$ cat config.mk
export PLATFORM = sky130hd
export DESIGN_NAME = div_sequencer
export DESIGN_NICKNAME = d
export VERILOG_FILES = /design/src/rtl/div_sequencer.sv
export SDC_FILE = /design/constraint.sdc
export NUM_CORES = 1
export LEC_CHECK = 0
export BUFFER_PORTS_ARGS = -buffer_cell sky130_fd_sc_hd__buf_2
export CORE_MARGIN = 1
export CORE_UTILIZATION = 55
export DETAILED_ROUTE_END_ITERATION = 16
export PLACE_DENSITY_LB_ADDON = 0.08
export SETUP_SLACK_MARGIN = 0.05
export SLEW_MARGIN = 40
export SYNTH_ARGS = -nofsm -noshare
export SYNTH_HDL_FRONTEND = slang
export SYNTH_SLANG_ARGS = --single-unit
$ cat constraint.sdc
create_clock -name clk -period 8.13 [get_ports clk]
set_input_delay 2.0325 -clock clk [delete_from_list [all_inputs] [get_ports clk]]
set_output_delay 2.0325 -clock clk [all_outputs]
set_load 0.1 [all_outputs]
$ cat src/rtl/div_sequencer.sv
// Radix-2 restoring divider for DIV/DIVU in the EX stage: one quotient bit per cycle,
// stalls IF..EX while busy and returns {remainder, quotient} with a one-cycle ready pulse.
module div_sequencer #(
  parameter int WIDTH = 32,
  parameter int CNT_W = 6
) (
  input  logic               clk,
  input  logic               rst,
  input  logic               start,
  input  logic               signed_div,
  input  logic [WIDTH-1:0]   opdata1,
  input  logic [WIDTH-1:0]   opdata2,
  input  logic               annul,
  output logic               stall,
  output logic               ready,
  output logic [2*WIDTH-1:0] result
);

  typedef enum logic [1:0] {
    S_IDLE,
    S_DIVZERO,
    S_ON,
    S_END
  } state_t;

  localparam logic [CNT_W-1:0] LAST_ITER = CNT_W'(WIDTH - 1);

  state_t             state;
  logic [CNT_W-1:0]   cnt;
  logic [WIDTH-1:0]   rem_q;
  logic [WIDTH-1:0]   quo_q;
  logic [WIDTH-1:0]   divisor_q;
  logic               quo_neg_q;
  logic               rem_neg_q;
  logic [2*WIDTH-1:0] result_q;

  logic               op1_neg;
  logic               op2_neg;
  logic [WIDTH-1:0]   op1_abs;
  logic [WIDTH-1:0]   op2_abs;
  logic [WIDTH:0]     shifted;
  logic [WIDTH:0]     trial;
  logic [WIDTH-1:0]   quo_fix;
  logic [WIDTH-1:0]   rem_fix;
  logic [2*WIDTH-1:0] fixed;
  logic               accept;

  // NOTE: every signal driven here gets a value on every path, so no latch is inferred.
  always_comb begin
    op1_neg = signed_div & opdata1[WIDTH-1];
    op2_neg = signed_div & opdata2[WIDTH-1];
    op1_abs = op1_neg ? -opdata1 : opdata1;
    op2_abs = op2_neg ? -opdata2 : opdata2;

    // rem < divisor always holds, so the trial difference fits in WIDTH+1 bits
    // and its top bit is a reliable borrow.
    shifted = {rem_q, quo_q[WIDTH-1]};
    trial   = shifted - {1'b0, divisor_q};

    quo_fix = quo_neg_q ? -quo_q : quo_q;
    rem_fix = rem_neg_q ? -rem_q : rem_q;
    fixed   = {rem_fix, quo_fix};

    accept  = (state == S_IDLE) & start & ~annul;
    stall   = accept | (((state == S_DIVZERO) | (state == S_ON)) & ~annul);
    ready   = (state == S_END) & ~annul;
    // The fixed-up value is visible during END itself; the hold register keeps it afterwards.
    result  = ready ? fixed : result_q;
  end

  // NOTE: asynchronous reset clears every register, including the datapath,
  // and all sequential updates use non-blocking assignments.
  always_ff @(posedge clk or posedge rst) begin
    if (rst) begin
      state     <= S_IDLE;
      cnt       <= '0;
      rem_q     <= '0;
      quo_q     <= '0;
      divisor_q <= '0;
      quo_neg_q <= 1'b0;
      rem_neg_q <= 1'b0;
      result_q  <= '0;
    end else begin
      case (state)
        S_IDLE: begin
          if (accept) begin
            cnt <= '0;
            if (opdata2 == '0) begin
              state     <= S_DIVZERO;
              rem_q     <= opdata1;
              quo_q     <= '1;
              divisor_q <= '0;
              quo_neg_q <= 1'b0;
              rem_neg_q <= 1'b0;
            end else begin
              state     <= S_ON;
              rem_q     <= '0;
              quo_q     <= op1_abs;
              divisor_q <= op2_abs;
              quo_neg_q <= op1_neg ^ op2_neg;
              rem_neg_q <= op1_neg;
            end
          end
        end

        S_DIVZERO: begin
          state <= annul ? S_IDLE : S_END;
        end

        S_ON: begin
          if (annul) begin
            state <= S_IDLE;
          end else begin
            if (!trial[WIDTH]) begin
              rem_q <= trial[WIDTH-1:0];
              quo_q <= {quo_q[WIDTH-2:0], 1'b1};
            end else begin
              rem_q <= shifted[WIDTH-1:0];
              quo_q <= {quo_q[WIDTH-2:0], 1'b0};
            end
            cnt <= cnt + CNT_W'(1);
            if (cnt == LAST_ITER) state <= S_END;
          end
        end

        S_END: begin
          if (!annul) result_q <= fixed;
          state <= S_IDLE;
        end

        default: state <= S_IDLE;
      endcase
    end
  end

endmodule
==> impl_summary.md, run 1 <==
Run status
The run finished with clean final reports.

Synth
By area, the combinational part of the netlist is dominated by compound AO/OA/AOI/OAI gates. Summing every instance area after synthesis gives 11660 µm². In this run, synthesis produced a sequential element count of 170. Counting distinct cell types in the post-synthesis netlist gives 71. Summing the areas of all fa, ha and maj instances in the mapped netlist gives 4.573% of the synthesized area. The leading register cell type out of synthesis is sky130_fd_sc_hd__dfrtp_1. The number of warnings issued by yosys is 0. For this run, asynchronously set or reset flops after synthesis account for 100.0%.

The synthesized netlist devotes 19.20% of its cell area to simple gates. After technology mapping, the gate count stands at 1442. The number of enable flip-flop cells after synthesis is 0. The portion of the post-synthesis area used by sequential elements is 36.50%.

The proportion of synthesized area in mux cells is 0.8802%. After synthesis, the mean cell area works out to 8.083 µm². After Yosys synthesis, XOR and XNOR cells account for 10.67% of the synthesized area. Summing the areas of all compound-gate instances in the mapped netlist gives 23.45% of the synthesized area. The number of nets handed over by synthesis was 1553.

STA
The number of pins exceeding their max-slew limit in the final report was 0. The headroom to the max-slew limit is 46.13%. Setup repair after global routing left no endpoint under its margin.

Setup violations remaining at the end of the flow were counted as 0. The number of hold-slack violations in the final timing report is 0. The worst-margin pin slew is 0.8080 ns. For the final routed database, the setup TNS stands at 0 ns.

The highest clock rate is 0.1696 GHz. The smallest clock period supported by the final layout is computed as 5.896 ns. Dividing the final minimum period by the clock period gives 72.52%. The setup clock skew after layout is 0.009538 ns.

Route
The detail route stage leaves a number of antenna-violating nets equal to 0. In the routed design, unresolved DRC markers number 0. For this block, the routed nets add up to 32190 µm of wire. After detailed routing, the average wire length per cell comes to 17.80 µm. The number of optimization iterations in the first detailed-route pass is 5. The via density per instance is 5.978. Detailed routing inserted a total of 10810 vias. The detailed router finished its first iteration with 971 violations.

Worst setup path
The arrival time of the worst setup path is 3.86 ns. In this run the worst path has a maximum fanout of 4. The required time of the critical path is 6.10 ns. STA classifies the critical path startpoint as a flip-flop.

The minimum setup slack among reg-to-reg paths is 4.02 ns. STA classifies the critical path endpoint as an output port. The critical setup path kind is flip-flop to output port.

Placed design
The number of buffer cells added on primary ports is 134. The placed instances occupy a cell area of 12450 µm². The placer congestion estimate is 0.9220. The half-perimeter wire length of the detailed placement result is 23630 µm.

Flow run
The count of max-cap constraint violations is 0.

Clocking
The clock-pin slew on the worst setup and hold paths is 0.07 ns. The TritonCTS buffer count is 17. The level count of the clock H-tree is 4. The count of instances resized after the clock tree is built is 0. The CTS tree is built.

The clock tree root buffer cell is sky130_fd_sc_hd__clkbuf_16. The clock insertion delay at the later pin of the skew report is 0.44 ns. In this run the deepest clock path goes through 2 buffers. The number of clock sinks is 170.

The post-CTS setup repair buffer count is 0. After clock tree synthesis, the flow added hold-fix buffers numbering 0.

Global route
Global routing consumed, over all layers together, 30.38% of the routing resources. The pin count of the biggest net entering global routing is 116. The first global-routing pass estimated 52250 µm of wire.

The total overflow reported by the global router is 0. The number of global-route vias before repair is 9922. The initial antenna violation count was 0.

Die
The floorplan core area is 20490 µm². In this run the count of I/O pins placed on the die edge is 135. The floorplan has 52 rows.

The effective utilization at floorplan is 56.87%. The floorplan step defined a die boundary enclosing 21780 µm². The floorplan step set the die width to 147.6 µm. The height of the chip is 147.6 µm.

Final layout
Leaving out fill and tap cells, the most frequent cell in the layout is sky130_fd_sc_hd__nand2_1. In the layout the commonest cells are 193 x sky130_fd_sc_hd__nand2_1, 168 x sky130_fd_sc_hd__dfrtp_1, 164 x sky130_fd_sc_hd__o21ai_0, 138 x sky130_fd_sc_hd__a21oi_1, 134 x sky130_fd_sc_hd__buf_2. Summing all non-filler instances in the final layout gives an area of 13060 µm². Compared with the post-synthesis result, the final layout area differs by 12.03%. The net count of the finished layout is 1636. Of the cells placed in the final design, the portion with a size suffix greater than 1 is 13.22%.

Worst hold path
The class of the most critical hold timing path is flip-flop to flip-flop.
area by class of cell:
class | count | area (µm²)
Clock buffer | 19 | 452.9
Clock inverter | 11 | 112.6
Fill cell | 1878 | 7436
Sequential cell | 170 | 4257
Antenna cell | 2 | 5.005
Timing Repair Buffer | 144 | 762.0
Multi-Input combinational cell | 1128 | 6879
Inverter | 64 | 252.7
Tap cell | 270 | 337.8
cells in the mapped netlist, types with 4 or more instances:
cell / count / area share (%)
sky130_fd_sc_hd__xnor2_1: 60 / 4.5
sky130_fd_sc_hd__and3_1: 11 / 0.59
sky130_fd_sc_hd__a211oi_1: 7 / 0.45
sky130_fd_sc_hd__nand2b_1: 17 / 0.91
sky130_fd_sc_hd__a21o_1: 10 / 0.64
sky130_fd_sc_hd__buf_1: 7 / 0.23
sky130_fd_sc_hd__or3_1: 20 / 1.1
sky130_fd_sc_hd__nor3_1: 25 / 1.1
sky130_fd_sc_hd__ha_1: 41 / 4.4
sky130_fd_sc_hd__nand2_1: 194 / 6.2
sky130_fd_sc_hd__nand3b_1: 4 / 0.26
sky130_fd_sc_hd__and2_1: 7 / 0.38
sky130_fd_sc_hd__buf_2: 8 / 0.34
sky130_fd_sc_hd__mux2i_1: 8 / 0.69
sky130_fd_sc_hd__clkbuf_1: 65 / 2.1
sky130_fd_sc_hd__a21oi_1: 138 / 5.9
sky130_fd_sc_hd__o211ai_1: 7 / 0.45
sky130_fd_sc_hd__or4_1: 11 / 0.71
sky130_fd_sc_hd__o41ai_1: 13 / 0.98
sky130_fd_sc_hd__nor2_1: 84 / 2.7
sky130_fd_sc_hd__o21a_1: 9 / 0.58
sky130_fd_sc_hd__dfrtp_1: 170 / 36
sky130_fd_sc_hd__o21ai_0: 164 / 7.0
sky130_fd_sc_hd__nor2b_1: 6 / 0.32
sky130_fd_sc_hd__xor2_1: 82 / 6.2
sky130_fd_sc_hd__a31oi_1: 34 / 1.8
sky130_fd_sc_hd__nand3_1: 61 / 2.6
sky130_fd_sc_hd__o31ai_1: 32 / 2.1
sky130_fd_sc_hd__inv_1: 64 / 2.1
sky130_fd_sc_hd__nor4_1: 9 / 0.48
sky130_fd_sc_hd__nand4_1: 8 / 0.43
metal layers:
metal | wire length, µm | GRT usage (%)
met5 | 0 | 0
met1 | 14960 | 43.81
met3 | 2174 | 5.123
met4 | 658 | 8.402
met2 | 14390 | 47.03
critical path, stage by stage, from the launching register on:
cell                      delay, ns
sky130_fd_sc_hd__dfrtp_1       0.42
sky130_fd_sc_hd__or4_4         0.59
sky130_fd_sc_hd__or4_4         0.44
sky130_fd_sc_hd__or3_4         0.36
sky130_fd_sc_hd__or4_4         0.51
sky130_fd_sc_hd__o31ai_4       0.28
sky130_fd_sc_hd__nand2_2       0.08
sky130_fd_sc_hd__xnor2_1       0.13
sky130_fd_sc_hd__o21ai_1       0.16
sky130_fd_sc_hd__buf_2         0.46
flip-flops by register name, summed over array words and instances, names as in the netlist:
name and flops:
result_q 64, quo_q 32, rem_q 32, cnt 6, quo_neg_q 1, state 2
rem_neg_q 1, divisor_q 32
metrics by stage:
step | worst slack, ns | hold slack (ns) | instances | util [%]
2_1_floorplan | 1.183 | 0.4498 | 1442 | -
3_3_place_gp | 2.346 | 0.4612 | 1775 | 60.70
3_5_place_dp | 2.244 | 0.4724 | 1775 | 60.74
4_1_cts | 2.233 | 0.4879 | 1805 | 63.50
5_1_grt | 2.013 | 0.5062 | 1806 | 63.69
6_report | 2.234 | 0.4799 | 1808 | 63.72
path summary, 6_finish.rpt:
kind	startpoint	to	depth (start not counted)
worst min-delay path	divisor_q[18]	divisor_q[18]	2
worst max register to register	quo_q[31]	rem_q[20]	11
worst max-delay path	quo_q[18]	result[31]	9
worst min register to register	divisor_q[18]	divisor_q[18]	2
min in group asynchronous	rst	result_q[0]	2
max in group asynchronous	rst	rem_neg_q	3
cell families after synthesis:
family                     Yosys count
DFF                                170
muxes                               10
xor gates and xnor gates           142
AOI/OAI and AO/OA                  458
adders and majority gates           42
buffers and inverters              144
and+or+nand+nor                    476
Power of run 1 is not shown: default switching activity piles up to over one toggle a cycle in this logic, so the estimate is an artifact.
==> inputs of run 2 (changes only) <==
- clock period: 8.13 -> 5.7 ns (I/O delays scaled with it)
==> run 2 against run 1 <==
- non-clock buffer count increased by 4
- clock skew increased by 0.0024 ns
- wire length decreased by 0.34%
- count of clock-buffer cells in the layout unchanged
- via count increased by 0.59%
- cell area increased by 0.42%
- die area unchanged
- hold slack got worse by 0.00089 ns
- first-iteration DRC count decreased by 4.6%
- critical path type unchanged
- critical endpoint unchanged
- highest routed layer is now met5
==> impl_summary.md, run 2 (synthesized netlist as in run 1, its figures left out) <==
Route
The residual antenna-violating net count after detailed routing was 0 (unchanged). The via density per instance is 6.000 (was 5.978). The total DRC errors in the routed layout is 0 (unchanged).

The final wirelength is 32080 µm (was 32190 µm). The DRC marker count from the first detailed-route iteration was 926 (was 971). The number of vias in the routed layout is 10870 (was 10810). The number of optimization iterations in the first detailed-route pass was 6 (was 5). The routed wirelength normalized by instance count is 17.70 µm (was 17.80 µm).

Worst setup path
Crit path cell chain: or4_4, or4_4, or3_4, or4_4, o31ai_4, nand2_2, xnor2_1, o21ai_1, buf_2 (unchanged). The peak per-stage delay on the critical path is 0.60 ns (was 0.59 ns). The minimum setup slack among reg-to-reg paths is 1.53 ns (was 4.02 ns).

The category of cells accounting for the largest share of critical-path delay is simple AND/OR/NAND/NOR gates (unchanged). The arrival time of the worst setup path is 3.87 ns (was 3.86 ns). The most numerous cell on the critical path is sky130_fd_sc_hd__or4_4 (unchanged). The required time of the critical path was 4.28 ns (was 6.10 ns). The number of buffer and inverter instances along the worst setup path is 1 (unchanged). The type of destination of the critical path is an output port (unchanged).

The element type at the critical path start is a flip-flop (unchanged). The critical setup path kind is flip-flop to output port (unchanged). The slowest library cell on the worst path is sky130_fd_sc_hd__or4_4 (unchanged). The maximum fanout count along the critical path is 4 (unchanged).

Die
The cell row count is 52 (unchanged). The die area is 21780 µm² (unchanged). The effective utilization at floorplan was 56.87% (unchanged). The die outline width came to 147.6 µm (unchanged). The number of primary I/O pins is 135 (unchanged).

The floorplan core area is 20490 µm² (unchanged). The height of the chip is 147.6 µm (unchanged).

Clocking
The level count of the clock H-tree is 4 (unchanged). The count of instances resized after the clock tree is built is 0 (unchanged). The post-cts hold buffer count is 0 (unchanged). The post-CTS setup repair buffer count is 0 (unchanged). The CTS tree is built (unchanged).

The clock tree root buffer cell was sky130_fd_sc_hd__clkbuf_16 (unchanged). The clock tree buffer depth came to 2 (unchanged). The number of clock sinks came to 170 (unchanged). The clock insertion delay at the later pin of the skew report is 0.44 ns (about the same). The clock-pin slew on the worst setup and hold paths was 0.07 ns (about the same). The TritonCTS buffer count is 17 (unchanged).

Placed design
The placer congestion estimate is 0.9390 (was 0.9220). The half-perimeter wire length of the detailed placement result was 23620 µm (was 23630 µm). The number of buffer cells added on primary ports came to 134 (unchanged).

STA
The number of hold-slack violations in the final timing report is 0 (unchanged). The ratio of final minimum period to clock period is 92.86%. The worst path needs 5.293 ns of the cycle, external delays included. The count of final setup violators was 0 (unchanged). The tightest hold margin is 0.4790 ns (was 0.4799 ns).

The number of pins exceeding their max-slew limit in the final report is 0 (unchanged). Setup repair after global routing missed its margin: no (unchanged). The worst-margin pin slew was 0.8180 ns (was 0.8080 ns). The aggregate negative setup slack is 0 ns (unchanged). The setup clock skew after layout is 0.01197 ns (was 0.009538 ns). The highest clock rate is 0.1889 GHz. The headroom to the max-slew limit is 45.41% (was 46.13%).

Final layout
The core utilization of the finished layout is 63.99% (was 63.72%). The most common library cell in the layout ignoring fill and taps is sky130_fd_sc_hd__nand2_1 (unchanged). The number of inserted diodes is 0 (was 2). The share of layout cells above drive strength 1 is 13.42% (was 13.22%). The count of nets after finishing is 1640 (was 1636). The area added between synthesis and finish came to 12.51% (was 12.03%). The register ranked first by flip-flop count is result_q (unchanged). The number of flip-flops under the largest register name is 64 (unchanged).

Commonest non-fill, non-tap cells in the layout: 193 x sky130_fd_sc_hd__nand2_1, 168 x sky130_fd_sc_hd__dfrtp_1, 150 x sky130_fd_sc_hd__o21ai_0, 138 x sky130_fd_sc_hd__a21oi_1, 134 x sky130_fd_sc_hd__buf_2 (was 193 x sky130_fd_sc_hd__nand2_1, 168 x sky130_fd_sc_hd__dfrtp_1, 164 x sky130_fd_sc_hd__o21ai_0, 138 x sky130_fd_sc_hd__a21oi_1, 134 x sky130_fd_sc_hd__buf_2). The number of fillers in the final layout came to 1855 (was 1878).

Global route
The total overflow reported by the global router came to 0 (unchanged). The pin count of the biggest net entering global routing is 103 (was 116). The initial antenna violation count is 1 (was 0). The first-pass GRT wire length is 51470 µm (was 52250 µm). The number of global-route vias before repair was 9853 (was 9922). The combined global-route utilization of all metal layers is 29.89% (was 30.38%).

Flow run
The count of max-cap constraint violations came to 0 (unchanged).

Worst hold path
The class of the most critical hold timing path was flip-flop to flip-flop (unchanged).

Run status
Status: completed (unchanged).
==> run 2: layer usage <==
| metal | GRT usage (%) | routed length [µm] | vias to the layer above |
|---|---|---|---|
| met1 | 42.91 | 14970 | 5113 |
| met3 | 4.722 | 2181 | 50 |
| met4 | 9.021 | 651 | 2 |
| met2 | 46.44 | 14260 | 392 |
| li1 | - | - | 5315 |
| met5 | 0 | 14 | - |
==> run 2: layout make-up <==
type                            instances  area [µm²]  area share [%]
Multi-Input combinational cell       1128        6899           52.61
Sequential cell                       170        4257           32.46
Timing Repair Buffer                  148       808.3           6.164
Clock buffer                           19       432.9           3.301
Tap cell                              270       337.8           2.576
Inverter                               64       244.0           1.861
Clock inverter                         13       135.1           1.030
==> run 2: through the flow <==
step	instance area, µm²	setup WS, ns	cells
global placement	12480	0.9406	1779
CTS	13100	0.4105	1812
finish	13110	0.4068	1812
floorplan	11660	-0.03216	1442
detailed placement	12530	0.8802	1780
global route	13110	0.3133	1812
==> run 2: worst reg2reg max path, delay by kind of cell, from the launching register on <==
kind / cells / cell delay (ns)
adder cells (fa/ha/maj): 2 / 0.63
AND/OR/NAND/NOR: 2 / 0.51
buffers and inverters: 1 / 0.11
AO/OA/AOI/OAI: 6 / 2.37
flip-flops: 1 / 0.44
==> run 2: final timing paths <==
kind,startpoint,endpoint,depth (start not counted)
min,divisor_q[20],divisor_q[20],2
min reg2reg,divisor_q[20],divisor_q[20],2
max reg2reg,quo_q[31],rem_q[20],11
max in group asynchronous,rst,quo_neg_q,4
min in group asynchronous,rst,result_q[41],3
max,quo_q[18],result[31],9
Power of run 2 is left out for the same reason.
